## src/rtl/tl_pkg.sv

```systemverilog
// Shared definitions for the traffic-light controller.
//   - Lamp codes driven per approach on o_light.
//   - Phase encoding used for the controller state and o_phase.
//   - LIGHT_W: width of one approach's lamp code.
package tl_pkg;

    localparam int unsigned LIGHT_W = 2;

    localparam logic [LIGHT_W-1:0] LIGHT_GREEN  = 2'b00;
    localparam logic [LIGHT_W-1:0] LIGHT_YELLOW = 2'b01;
    localparam logic [LIGHT_W-1:0] LIGHT_RED    = 2'b10;

    typedef enum logic [1:0] {
        PH_GREEN   = 2'd0,
        PH_YELLOW  = 2'd1,
        PH_ALL_RED = 2'd2
    } phase_t;

endpackage : tl_pkg

```

## src/rtl/tl_rr_next.sv

```systemverilog
// Round-robin next-approach selector (purely combinational).
// Ports:
//   i_traffic [N_DIR-1:0]        car-present per approach
//   cur_dir   [$clog2(N_DIR)-1:0] approach currently served
//   next_dir  [$clog2(N_DIR)-1:0] first busy approach after cur_dir
//                                 (wrapping, cur_dir excluded); if none
//                                 is busy, (cur_dir+1) mod N_DIR
module tl_rr_next #(
    parameter int unsigned N_DIR = 2
) (
    input  logic [N_DIR-1:0]         i_traffic,
    input  logic [$clog2(N_DIR)-1:0] cur_dir,
    output logic [$clog2(N_DIR)-1:0] next_dir
);

    localparam int unsigned DIR_W = $clog2(N_DIR);

    logic        found;
    logic [31:0] idx;

    // Scan cur_dir+1 .. cur_dir+N_DIR-1; the current approach is never a candidate.
    always_comb begin
        next_dir = DIR_W'((32'(cur_dir) + 32'd1) % N_DIR);
        found    = 1'b0;
        idx      = '0;
        for (int unsigned k = 1; k < N_DIR; k++) begin
            idx = (32'(cur_dir) + k) % N_DIR;
            if (!found && ((i_traffic >> idx) & N_DIR'(1)) != '0) begin
                next_dir = DIR_W'(idx);
                found    = 1'b1;
            end
        end
    end

endmodule : tl_rr_next

```

## src/rtl/traffic_light_ctrl.sv

```systemverilog
// Moore traffic-light controller for N_DIR approaches with min/max green,
// fixed yellow and round-robin service that skips idle approaches.
// Optional all-red clearance phase: define TL_ALL_RED_EN.
// Ports:
//   clk                         system clock, rising edge
//   reset_n                     asynchronous active-low reset
//   i_traffic [N_DIR-1:0]       synchronised car-present sensors
//   o_light   [2*N_DIR-1:0]     lamp code per approach, bits [2k+1:2k]
//   o_cur_dir [$clog2(N_DIR)-1:0] approach owning green/yellow
//   o_phase   [1:0]             0=GREEN, 1=YELLOW, 2=ALL_RED
module traffic_light_ctrl
    import tl_pkg::*;
#(
    parameter int unsigned N_DIR     = 2,
    parameter int unsigned GREEN_MIN = 4,
    parameter int unsigned GREEN_MAX = 16,
    parameter int unsigned YELLOW_T  = 3,
    parameter int unsigned ALL_RED_T = 2,
    parameter int unsigned CNT_W     = 5
) (
    input  logic                       clk,
    input  logic                       reset_n,
    input  logic [N_DIR-1:0]           i_traffic,
    output logic [LIGHT_W*N_DIR-1:0]   o_light,
    output logic [$clog2(N_DIR)-1:0]   o_cur_dir,
    output logic [1:0]                 o_phase
);

    localparam int unsigned DIR_W   = $clog2(N_DIR);
    localparam int unsigned LAMPS_W = LIGHT_W * N_DIR;
    localparam longint unsigned CNT_MAX = (64'd1 << CNT_W) - 64'd1;

    localparam logic [CNT_W-1:0] GMIN_M1 = CNT_W'(GREEN_MIN - 1);
    localparam logic [CNT_W-1:0] GMAX_M1 = CNT_W'(GREEN_MAX - 1);
    localparam logic [CNT_W-1:0] YEL_M1  = CNT_W'(YELLOW_T - 1);
`ifdef TL_ALL_RED_EN
    localparam logic [CNT_W-1:0] AR_M1   = CNT_W'(ALL_RED_T - 1);
`endif

    // Elaboration-time parameter legality.
    if (N_DIR < 2 || N_DIR > 8) begin : g_bad_n_dir
        $error("traffic_light_ctrl: N_DIR=%0d outside 2..8", N_DIR);
    end
    if (GREEN_MIN < 1) begin : g_bad_green_min
        $error("traffic_light_ctrl: GREEN_MIN must be >= 1");
    end
    if (GREEN_MAX <= GREEN_MIN) begin : g_bad_green_max
        $error("traffic_light_ctrl: GREEN_MAX must exceed GREEN_MIN");
    end
    if (YELLOW_T < 1) begin : g_bad_yellow
        $error("traffic_light_ctrl: YELLOW_T must be >= 1");
    end
    if (ALL_RED_T < 1) begin : g_bad_all_red
        $error("traffic_light_ctrl: ALL_RED_T must be >= 1");
    end
    if (CNT_W < 1 || CNT_W > 32 ||
        64'(GREEN_MAX) > CNT_MAX || 64'(YELLOW_T) > CNT_MAX ||
        64'(ALL_RED_T) > CNT_MAX) begin : g_bad_cnt_w
        $error("traffic_light_ctrl: CNT_W=%0d too narrow for phase timer", CNT_W);
    end

    phase_t               phase_q, phase_d;
    logic [DIR_W-1:0]     cur_dir_q, cur_dir_d;
    logic [CNT_W-1:0]     timer_q, timer_d;
    logic [LAMPS_W-1:0]   light_q, light_d;

    logic [DIR_W-1:0]     next_dir;
    logic                 cur_busy;
    logic                 green_done;
    logic [CNT_W-1:0]     timer_inc;

    tl_rr_next #(
        .N_DIR (N_DIR)
    ) u_rr_next (
        .i_traffic (i_traffic),
        .cur_dir   (cur_dir_q),
        .next_dir  (next_dir)
    );

    // Green ends once the minimum is served and the owner is idle, or at the cap.
    always_comb begin
        cur_busy   = (i_traffic & (N_DIR'(1) << cur_dir_q)) != '0;
        green_done = ((timer_q >= GMIN_M1) && !cur_busy) || (timer_q == GMAX_M1);
        timer_inc  = (timer_q == '1) ? timer_q : timer_q + CNT_W'(1);
    end

    // Next-state logic; any unused phase code recovers to the reset state.
    always_comb begin
        phase_d   = phase_q;
        cur_dir_d = cur_dir_q;
        timer_d   = timer_inc;
        case (phase_q)
            PH_GREEN: begin
                if (green_done) begin
                    phase_d = PH_YELLOW;
                    timer_d = '0;
                end
            end
            PH_YELLOW: begin
                if (timer_q == YEL_M1) begin
                    timer_d = '0;
`ifdef TL_ALL_RED_EN
                    phase_d = PH_ALL_RED;
`else
                    phase_d   = PH_GREEN;
                    cur_dir_d = next_dir;
`endif
                end
            end
`ifdef TL_ALL_RED_EN
            PH_ALL_RED: begin
                if (timer_q == AR_M1) begin
                    phase_d   = PH_GREEN;
                    cur_dir_d = next_dir;
                    timer_d   = '0;
                end
            end
`endif
            default: begin
                phase_d   = PH_GREEN;
                cur_dir_d = '0;
                timer_d   = '0;
            end
        endcase
    end

    // Lamp decode from the next state so o_light lines up with o_phase/o_cur_dir.
    always_comb begin
        light_d = {N_DIR{LIGHT_RED}};
        for (int unsigned k = 0; k < N_DIR; k++) begin
            if (DIR_W'(k) == cur_dir_d) begin
                if (phase_d == PH_GREEN) begin
                    light_d[LIGHT_W*k +: LIGHT_W] = LIGHT_GREEN;
                end else if (phase_d == PH_YELLOW) begin
                    light_d[LIGHT_W*k +: LIGHT_W] = LIGHT_YELLOW;
                end
            end
        end
    end

    // State and output registers.
    always_ff @(posedge clk or negedge reset_n) begin
        if (!reset_n) begin
            phase_q   <= PH_GREEN;
            cur_dir_q <= '0;
            timer_q   <= '0;
            light_q   <= {{(N_DIR-1){LIGHT_RED}}, LIGHT_GREEN};
        end else begin
            phase_q   <= phase_d;
            cur_dir_q <= cur_dir_d;
            timer_q   <= timer_d;
            light_q   <= light_d;
        end
    end

    assign o_light   = light_q;
    assign o_cur_dir = cur_dir_q;
    assign o_phase   = phase_q;

endmodule : traffic_light_ctrl

```

## config.mk

```make
export PLATFORM = sky130hd
export DESIGN_NAME = traffic_light_ctrl
export DESIGN_NICKNAME = d
export VERILOG_FILES = /design/src/rtl/tl_pkg.sv /design/src/rtl/tl_rr_next.sv /design/src/rtl/traffic_light_ctrl.sv
export SDC_FILE = /design/constraint.sdc
export NUM_CORES = 1
export LEC_CHECK = 0
export CAP_MARGIN = 20
export CORE_AREA = 2 2 39 41
export DETAILED_ROUTE_END_ITERATION = 10
export DIE_AREA = 0 0 41 43
export PLACE_DENSITY = 0.68
export SYNTH_ARGS = -nofsm -noshare
export SYNTH_HDL_FRONTEND = slang
export SYNTH_SLANG_ARGS = --single-unit
```

## constraint.sdc

```tcl
create_clock -name clk -period 4.1 [get_ports clk]
set_clock_uncertainty 0.15 [all_clocks]
set_input_delay 0.82 -clock clk [delete_from_list [all_inputs] [get_ports clk]]
set_output_delay 0.82 -clock clk [all_outputs]
set_load 0.005 [all_outputs]
```

==> results.cfg <==
[run_status]
status = finished, final reports clean

[clocking]
htree_levels = 1
clock_latency_ns = 0.26
cts_buffers = 3
cts.sinks = 12
cts_setup_buffers = 0
post_cts_resized = 0
cts_tree = yes
clkTransAtPathRegs_ns = 0.07
clockBufferDepth = 2
root_buffer = clkbuf_4
hold_buffers = 0

[die]
initial_core_util_pct = 41.5
core_area_um2 = 1380
rows = 14
ioPinCount = 11
die_h_um = 43
dieWidth_um = 41
die-area_um2 = 1760

[finish]
drive_gt1_share_pct = 18.8
layout.nets = 71
area_growth_pct = 27.2
fillers = 138
final_util_pct = 52.8
antenna_cells = 0
stdcell_count = 80

[synthesis]
synth_warnings = 0
synth_ff_type = dfrtp_1
syn_inst = 50
netlist_area_um2 = 574
async_reset_ff_share_pct = 100
synth_area_leaders = dfrtp_1 (48%), dfstp_2 (4.6%), ha_1 (4.4%), a31oi_4 (3.7%), nand3_1 (2.6%)
yosysTopAreaCellShare_pct = 47.9
yosys.area.top_type = dfrtp_1
yosysSeqAreaShare_pct = 52.5
syn_avg_cell_area_um2 = 11.5
synth_edf_count = 0
synth_nets = 56
synth_cell_types = 26
ys_ff_latch = 12

[timing]
finalSetupTns_ns = 0
final_max_slew_viol_count = 0
period_minus_slack_ns = 2.23
rsz0062_at_grt = false
setup_slack_ns = 1.87
worst_pin_slew_ns = 0.550
hold_violations = 0
final-setup-viol-count = 0
relSlewSlack_pct = 63.2
clock.fmax_ghz = 0.448
period_share_pct = 54.5

[power]
p_total_uw = 277
irDropWorstVdd_mv = 0.159
total_leakage_power_uw = 0.000310
power_density_nw_per_um2 = 379

[worst_hold_path]
whs_path_depth = 1
hp-class = reg2reg

[setup_path]
worstSetupEndpointType = output port
crit_required_ns = 3.13
crit_chain = clkdlybuf4s50_1
cp.depth = 1
cp-start-kind = flop
crit_type = reg2out
critPathMaxFanout = 1
cp.arrival_ns = 1.26
slowest_delay_ns = 0.52
crit_family = flip-flops
slowest_stage = dfstp_2
cp_num_buf_inv = 1
ff2ff_path_depth = 5

[place]
gp_congestion = 0.806
port_buffers = 10
placed_cells = 76
dpl.hpwl_um = 809
dp_slack_ns = 1.80

[route]
remaining_drc_errors = 0
num_vias = 416
drtAntennaViolNets = 0
wl_um = 1050
first_pass_iters = 4
wire_per_inst_um = 13.2
vias_per_cell = 5.20
initialDrtViolationCount = 9

[global_route]
grt_usage_pct = 15.9
antenna_found_initial = 0
grt_pass1_vias = 412
grt_pass1_wl_um = 1810
grt_remaining_overflow = 0
grt_max_degree = 13

[job]
max_cap_viol_count = 0
-- worst reg2reg max path: stages (launching register included) --
cell	delay (ns)
dfrtp_1	0.44
ha_1	0.30
a21oi_1	0.09
a21o_4	0.24
a21oi_2	0.22
nor3_1	0.08
-- worst paths after layout --
kind | start | end | slack, ns
hold / removal | o_phase[1]$_DFF_PN0_ | o_cur_dir$_DFF_PN0_ | 0.38
setup / recovery | o_light[3]$_DFF_PN1_ | o_light[3] | 1.87
hold reg to reg | o_phase[1]$_DFF_PN0_ | o_cur_dir$_DFF_PN0_ | 0.38
min in group asynchronous | reset_n | o_phase[0]$_DFF_PN0_ | 0.76
max in group asynchronous | reset_n | o_light[3]$_DFF_PN1_ | 2.67
setup reg to reg | timer_q[0]$_DFF_PN0_ | timer_q[3]$_DFF_PN0_ | 2.46
-- area by class of cell --
class                      instances  area, um^2  area share, %
sequential                        12         302           41.3
multi-input combinational         36         265           36.3
timing repair buffer              10         100           13.7
clock buffer                       4        36.3           4.97
tap                               16        20.0           2.74
inverter                           2        7.51           1.03
-- cells in the final DEF, fill, tap and decap left out, drive strengths merged --
master	netlist	final
a2111oi	1	1
a21o	1	1
a21oi	3	3
a31o	1	1
a31oi	1	1
and2	1	1
and2b	1	1
and3	2	2
clkbuf	0	4
clkdlybuf4s50	0	10
conb	1	1
dfrtp	11	11
dfstp	1	1
ha	2	2
inv	2	2
mux2	1	1
nand2	3	3
nand3	3	3
nand4	1	1
nand4b	1	1
nor2	3	3
nor3	4	4
o21ai	3	3
or2	1	1
xnor2	1	1
xor2	1	1
-- power breakdown --
group,internal (uW),switching [uW],total [uW]
Clock,53.9,37.0,90.9
Combinational,25.7,21.6,47.3
Sequential,127,11.3,139
-- metrics by stage --
step | instance area (um^2) | hold slack, ns
after global routing | 731 | 0.421
after global placement | 694 | 0.350
after floorplan | 574 | 0.339
after CTS | 731 | 0.385
final | 731 | 0.381
after detailed placement | 694 | 0.368
-- sequential cells by signal, indices dropped and copies added, names as in the netlist --
register / cells
timer_q: 5
o_cur_dir: 1
o_light: 4
o_phase: 2
-- cell families (layout without fill, tap and decap cells) --
| kind of cell | after synthesis | count (layout) | share of synthesized area, % |
|---|---|---|---|
| AND/OR/NAND/NOR | 20 | 20 | 19.2 |
| flip-flops | 12 | 12 | 52.5 |
| AO/OA/AOI/OAI | 10 | 10 | 16.3 |
| adder cells (fa/ha/maj) | 2 | 2 | 4.36 |
| XOR/XNOR | 2 | 2 | 3.05 |
| buffers and inverters | 2 | 16 | 1.31 |
| other | 1 | 1 | 0.653 |
| multiplexers | 1 | 1 | 2.61 |
-- synth_stat cells (2+ instances only) --
master   count
nand2_1      3
nand3_1      3
and3_1       2
ha_1         2
dfrtp_1     11
nor2_1       3
nor3_1       3
a21oi_1      2
o21ai_0      3
inv_1        2
-- routing by layer --
layer | global-route usage, % | routed length [um] | part of all wire (%) | vias up
met3 | 3.14 | 72 | 6.8 | 2
li1 | - | - | - | 202
met1 | 20.3 | 425 | 40 | 196
met4 | 10.0 | 13 | 1.2 | 0
met5 | 0 | 0 | 0 | -
met2 | 23.4 | 542 | 51 | 16
No activity file was read; power rests on OpenSTA's default activity.
